--- src/rtl/demux1to5.sv ---
// demux1to5 -- routes one input word stream into five independently drained lanes.
//
// Each lane is a single register slot (valid bit + data word). A word offered
// with in_sel 0-4 is written into that lane when the lane is empty or being
// drained in the same cycle, so a lane sustains one word per cycle. Words with
// in_sel 5-7 are always accepted and discarded; each discard raises drop for
// the following cycle.
//
// Optional feature macro: DEMUX_DROP_CNT_EN adds the drop_cnt port and a
// saturating 8-bit count of discarded words.
//
// Ports:
//   clk        rising-edge clock
//   rst        asynchronous active-low reset
//   in_valid   input word offered
//   in_ready   input word accepted (combinational from in_sel, lane state, out_ready)
//   in_sel     destination lane, 0-4 legal, 5-7 discarded
//   in_data    input word
//   out_valid  per-lane word present, bit k = lane k
//   out_ready  per-lane consumer accept
//   out_data   lane k data at [k*size +: size]
//   drop       one-cycle pulse after a discarded word
//   drop_cnt   saturating discard count (DEMUX_DROP_CNT_EN only)

module demux1to5 #(
  parameter int unsigned size = 32
) (
  input  logic                  clk,
  input  logic                  rst,
  input  logic                  in_valid,
  output logic                  in_ready,
  input  logic [2:0]            in_sel,
  input  logic [size-1:0]       in_data,
  output logic [4:0]            out_valid,
  input  logic [4:0]            out_ready,
  output logic [5*size-1:0]     out_data,
  output logic                  drop
`ifdef DEMUX_DROP_CNT_EN
  ,
  output logic [7:0]            drop_cnt
`endif
);

  localparam int unsigned NUM_LANES = 5;
  localparam int unsigned SEL_W     = 3;
  localparam int unsigned CNT_W     = 8;
  localparam logic [SEL_W-1:0] LAST_LANE = SEL_W'(NUM_LANES - 1);

  // lane storage
  logic [NUM_LANES-1:0] valid_q;
  logic [NUM_LANES-1:0] valid_d;
  logic [size-1:0]      data_q [NUM_LANES];
  logic [size-1:0]      data_d [NUM_LANES];
  logic                 drop_q;
  logic                 drop_d;

  // input-side decode
  logic [NUM_LANES-1:0] sel_oh_c;
  logic [NUM_LANES-1:0] lane_free_c;
  logic [NUM_LANES-1:0] load_c;
  logic                 sel_illegal_c;
  logic                 xfer_c;

  // Select decode; only depends on in_sel so in_ready never sees in_valid/in_data.
  assign sel_illegal_c = (in_sel > LAST_LANE);

  for (genvar k = 0; k < NUM_LANES; k++) begin : g_sel
    assign sel_oh_c[k] = (in_sel == SEL_W'(k));
  end

  // A lane can take a word if empty or emptying this cycle.
  assign lane_free_c = ~valid_q | out_ready;

  assign in_ready = sel_illegal_c | (|(sel_oh_c & lane_free_c));
  assign xfer_c   = in_valid & in_ready;
  assign load_c   = sel_oh_c & {NUM_LANES{xfer_c}};

  // Next-state: a load wins over a drain so simultaneous drain+load keeps the lane full.
  always_comb begin
    valid_d = valid_q;
    for (int k = 0; k < NUM_LANES; k++) begin
      data_d[k] = data_q[k];
      if (load_c[k]) begin
        valid_d[k] = 1'b1;
        data_d[k]  = in_data;
      end else if (valid_q[k] & out_ready[k]) begin
        valid_d[k] = 1'b0;
      end
    end
    drop_d = xfer_c & sel_illegal_c;
  end

  // State register; data is cleared on reset so out_data reads zero.
  always_ff @(posedge clk or negedge rst) begin
    if (!rst) begin
      valid_q <= '0;
      drop_q  <= 1'b0;
      for (int k = 0; k < NUM_LANES; k++) begin
        data_q[k] <= '0;
      end
    end else begin
      valid_q <= valid_d;
      drop_q  <= drop_d;
      for (int k = 0; k < NUM_LANES; k++) begin
        data_q[k] <= data_d[k];
      end
    end
  end

  assign out_valid = valid_q;
  assign drop      = drop_q;

  for (genvar k = 0; k < NUM_LANES; k++) begin : g_out
    assign out_data[k*size +: size] = data_q[k];
  end

`ifdef DEMUX_DROP_CNT_EN
  logic [CNT_W-1:0] cnt_q;

  // Saturating discard counter, stepped by the same event that raises drop.
  always_ff @(posedge clk or negedge rst) begin
    if (!rst) begin
      cnt_q <= '0;
    end else if (drop_d && (cnt_q != {CNT_W{1'b1}})) begin
      cnt_q <= cnt_q + CNT_W'(1);
    end
  end

  assign drop_cnt = cnt_q;
`endif

endmodule

--- config.mk ---
export PLATFORM = sky130hd
export DESIGN_NAME = demux1to5
export DESIGN_NICKNAME = d
export VERILOG_FILES = /design/src/rtl/demux1to5.sv
export SDC_FILE = /design/constraint.sdc
export NUM_CORES = 1
export LEC_CHECK = 0
export CAP_MARGIN = 15
export CORE_ASPECT_RATIO = 1.2
export CORE_MARGIN = 2
export CORE_UTILIZATION = 45
export DETAILED_ROUTE_END_ITERATION = 16
export GPL_ROUTABILITY_DRIVEN = 0
export GPL_TIMING_DRIVEN = 1
export PLACE_DENSITY = 0.78
export SLEW_MARGIN = 25
export SYNTH_ARGS = -nofsm -noshare
export SYNTH_HDL_FRONTEND = slang
export SYNTH_SLANG_ARGS = --single-unit
--- constraint.sdc ---
create_clock -name clk -period 4.15 [get_ports clk]
set_clock_uncertainty 0.05 [all_clocks]
set_input_delay 0.83 -clock clk [delete_from_list [all_inputs] [get_ports clk]]
set_output_delay 0.83 -clock clk [all_outputs]
set_load 0.02 [all_outputs]
==> out/qor.csv, run 1 <==
stage,metric,value,unit
outcome,status,"complete, no violations",
yosys,yosys.area.top_type_share,63.5,%
sta,slew-limit-headroom,39.1,%
min_path,worstHoldEndpoint,out_data[40]$_DFFE_PN0P_,
cts,tritoncts.num_buffers,17,
yosys,synth_area,6540,sq um
yosys,syn_inst,374,
cts,clock_latency_of_the_later_clocked_register_in_the_worst_skew_pair,0.42,ns
cts,htree_num_levels,4,
cts,cts_setup_buffers,0,
power_and_ir_drop,power.density,617,nW/um^2
finish,commonest_non_fill_non_tap_cell_in_the_layout,sky130_fd_sc_hd__clkdlybuf4s50_1,
yosys,synth.ff_latch_count,166,
sta,rsz0062_at_grt,false,
finish,nFillCells,1033,
global_routing,number_of_global_route_vias_before_repair,4430,
cts,cts_tree,yes,
global_routing,grt_use_met3,8.43,%
yosys,post-synth-top-area-cell,sky130_fd_sc_hd__dfrtp_1,
sta,worst-slew-pin-transition,0.914,ns
detailed_routing,detail_route.wl_per_cell,20.4,microns
yosys,number_of_unique_standard_cell_types_used_by_synthesis,24,
global_routing,grt_usage,21.2,%
setup_path,reg2reg_depth,4,
floorplanning,rows,48,
setup_path,worstSetupEndpointType,output pin,
detailed_routing,drc_errors,0,
setup_path,critical_path_required_time,3.27,ns
min_path,hold_class,reg2reg,
sta,post-route-min-period,3.87,ns
yosys,synth-async-reset-ratio,100,%
min_path,start_point_of_the_worst_hold_path,out_data[40]$_DFFE_PN0P_,
cts,maximum_count_of_clock_buffers_along_a_single_path,2,
yosys,synth.net_count,417,
sta,setup-tns-final,0,ns
finish,mostFrequentLayoutCells,"208 x sky130_fd_sc_hd__clkdlybuf4s50_1, 166 x sky130_fd_sc_hd__dfrtp_1, 100 x sky130_fd_sc_hd__mux2_2, 60 x sky130_fd_sc_hd__mux2_4, 17 x sky130_fd_sc_hd__clkbuf_16",
detailed_routing,drt_wl_total,16.0,mm
flow_run,max_cap_violations,0,
detailed_routing,avgViaCountPerCell,5.10,
detailed_routing,drt_first_pass_iters,4,
min_path,hold-path-cell-count,1,
cts,root_buffer,sky130_fd_sc_hd__clkbuf_16,
yosys,synth-edff-count,0,
global_routing,total_overflow_reported_by_the_global_router,0,
sta,min_period_over_period,93.3,%
yosys,yosys-top-cells-area,"sky130_fd_sc_hd__dfrtp_1 63%, sky130_fd_sc_hd__mux2_2 17%, sky130_fd_sc_hd__mux2_4 14%, sky130_fd_sc_hd__buf_6 0.69%, sky130_fd_sc_hd__buf_8 0.69%",
setup_path,critPathKind,in2out,
setup_path,timing.rr.start,out_valid[2]$_DFFE_PN0P_,
setup_path,arrival_worst_endpoint,2.99,ns
finish,final_nets,636,
setup_path,setup.reg_to_reg.worst_slack,1.93,ns
global_routing,global_route.usage.met1,25.6,%
finish,area_occupied_by_registers,4150,sq um
placed_design,detailed_place.area,8820,sq um
floorplanning,pin_count,210,
cts,clk_pin_slew,0.06,ns
power_and_ir_drop,p_leak,4.23,nW
floorplanning,vertical_extent_of_the_die,136,microns
global_routing,grt_first_pass_wirelength,25.0,mm
detailed_routing,route.vias.total,3981,
yosys,synth_top_flop_cell,sky130_fd_sc_hd__dfrtp_1,
finish,areaGrowthSynthToFinish,45.6,%
yosys,sequential_cell_area_fraction_in_the_yosys_report,63.5,%
sta,clock.fmax,258,MHz
placed_design,io_buffer_count,209,
yosys,synth_warnings,0,
global_routing,grt_max_degree,116,
cts,postCtsHoldBufs,0,
finish,fraction_of_final_layout_cells_sized_beyond_drive_strength_1,33.8,%
detailed_routing,number_of_nets_with_antenna_violations_after_routing,0,
finish,post_route_cell_area,9530,sq um
setup_path,critical_path_peak_fanout,7,
setup_path,r2r_end,out_data[0]$_DFFE_PN0P_,
detailed_routing,initialDrtViolationCount,139,
cts,ctsResizeCount,0,
floorplanning,core_outline_area,14300,sq um
cts,clock_sink_count,166,
floorplanning,design.die.area,15500,sq um
floorplanning,start_util,45.8,%
placed_design,hpwlAfterDp,11.0,mm
global_routing,number_of_antenna_violations_at_the_first_check_in_global_routing,0,
finish,multiInputGateArea,2270,sq um
setup_path,setup.worst_path.start_class,input port,
global_routing,use_met2,35.2,%
yosys,syn_area_per_cell,17.5,sq um
sta,report.final.hold_viol_count,0,
finish,diodes,0,
global_routing,grt-busiest-layer,met2,
floorplanning,die-width,114,microns
sta,timing.final.setup_violations,0,
power_and_ir_drop,vdd.ir_drop.worst,317,uV
sta,timing_max_transition_violations_final,0,
-- layout make-up --
class	count	area share, %
multi-input cells	192	23.8
well taps	175	2.30
flip-flops and latches	166	43.6
clock inverters	14	2.84
clock buffers	18	4.51
repair buffers	216	22.9
-- flip-flops by register name, summed over array words and instances (netlist names) --
| signal | count |
|---|---|
| out_valid | 5 |
| out_data | 160 |
| drop | 1 |
-- power by group --
| group | switching [W] | internal [W] | leakage, nW |
|---|---|---|---|
| Clock | 0.000650 | 0.00120 | 0.336 |
| Sequential | 0.000208 | 0.00198 | 2.00 |
| Combinational | 0.000834 | 0.00100 | 1.89 |
-- worst max-delay path by stage --
| stage | endpoint | start | slack [ns] | cells after the start |
|---|---|---|---|---|
| floorplan | in_ready | in_sel[2] | 1.38 | 4 |
| global placement | in_ready | in_sel[2] | 0.36 | 5 |
| detailed placement | in_ready | in_sel[2] | 0.32 | 5 |
| CTS | in_ready | in_sel[2] | 0.29 | 5 |
| global route | in_ready | in_sel[1] | 0.22 | 5 |
| finish | in_ready | in_sel[2] | 0.28 | 5 |
-- critical path, stage by stage --
cell	delay, ns
sky130_fd_sc_hd__clkdlybuf4s50_1	0.53
sky130_fd_sc_hd__or3b_4	0.46
sky130_fd_sc_hd__a32oi_4	0.25
sky130_fd_sc_hd__or2b_1	0.27
sky130_fd_sc_hd__clkdlybuf4s50_1	0.65
-- metal layers --
metal | vias to the layer above | wire length (microns)
met1 | 2051 | 6440
met3 | 15 | 1310
li1 | 1765 | -
met4 | 0 | 204
met2 | 150 | 8020
met5 | - | 0
-- kinds of logic after synthesis --
group	after synthesis	share of synthesized area, %
buf+inv	16	1.93
simple gates	27	2.41
flops	166	63.5
mux	161	31.1
compound gates	4	1.03
-- synthesized netlist by cell type, types with 2 or more instances --
master,n
sky130_fd_sc_hd__clkbuf_1,7
sky130_fd_sc_hd__mux2_2,100
sky130_fd_sc_hd__nor2b_1,5
sky130_fd_sc_hd__buf_2,2
sky130_fd_sc_hd__nand2_1,6
sky130_fd_sc_hd__mux2_4,60
sky130_fd_sc_hd__nand2b_1,6
sky130_fd_sc_hd__dfrtp_1,166
sky130_fd_sc_hd__nand3_1,2
sky130_fd_sc_hd__buf_6,4
sky130_fd_sc_hd__buf_8,3
-- metrics by stage --
stage	hold slack (ns)	cells	power, W	setup WS, ns	utilization, %
final	0.454	781	0.00588	0.278	66.6
after floorplan	0.484	374	0.00308	1.38	-
after global placement	0.438	749	0.00401	0.357	61.7
after CTS	0.458	781	0.00593	0.290	66.6
after detailed placement	0.442	749	0.00406	0.323	61.7
after global routing	0.464	781	0.00611	0.220	66.6
No activity file was read; power rests on OpenSTA's default activity.
==> run 2: changes to the inputs <==
--- a/config.mk
+++ b/config.mk
@@ -5,7 +5,7 @@
 export SDC_FILE = /design/constraint.sdc
 export NUM_CORES = 1
 export LEC_CHECK = 0
-export CAP_MARGIN = 15
+export CAP_MARGIN = 20
 export CORE_ASPECT_RATIO = 1.2
 export CORE_MARGIN = 2
 export CORE_UTILIZATION = 45
@@ -13,6 +13,7 @@
 export GPL_ROUTABILITY_DRIVEN = 0
 export GPL_TIMING_DRIVEN = 1
 export PLACE_DENSITY = 0.78
+export SKIP_CTS_REPAIR_TIMING = 1
 export SLEW_MARGIN = 25
 export SYNTH_ARGS = -nofsm -noshare
 export SYNTH_HDL_FRONTEND = slang
==> results of run 2 <==
The final DEF is identical to that of run 1; final timing and power are the same.
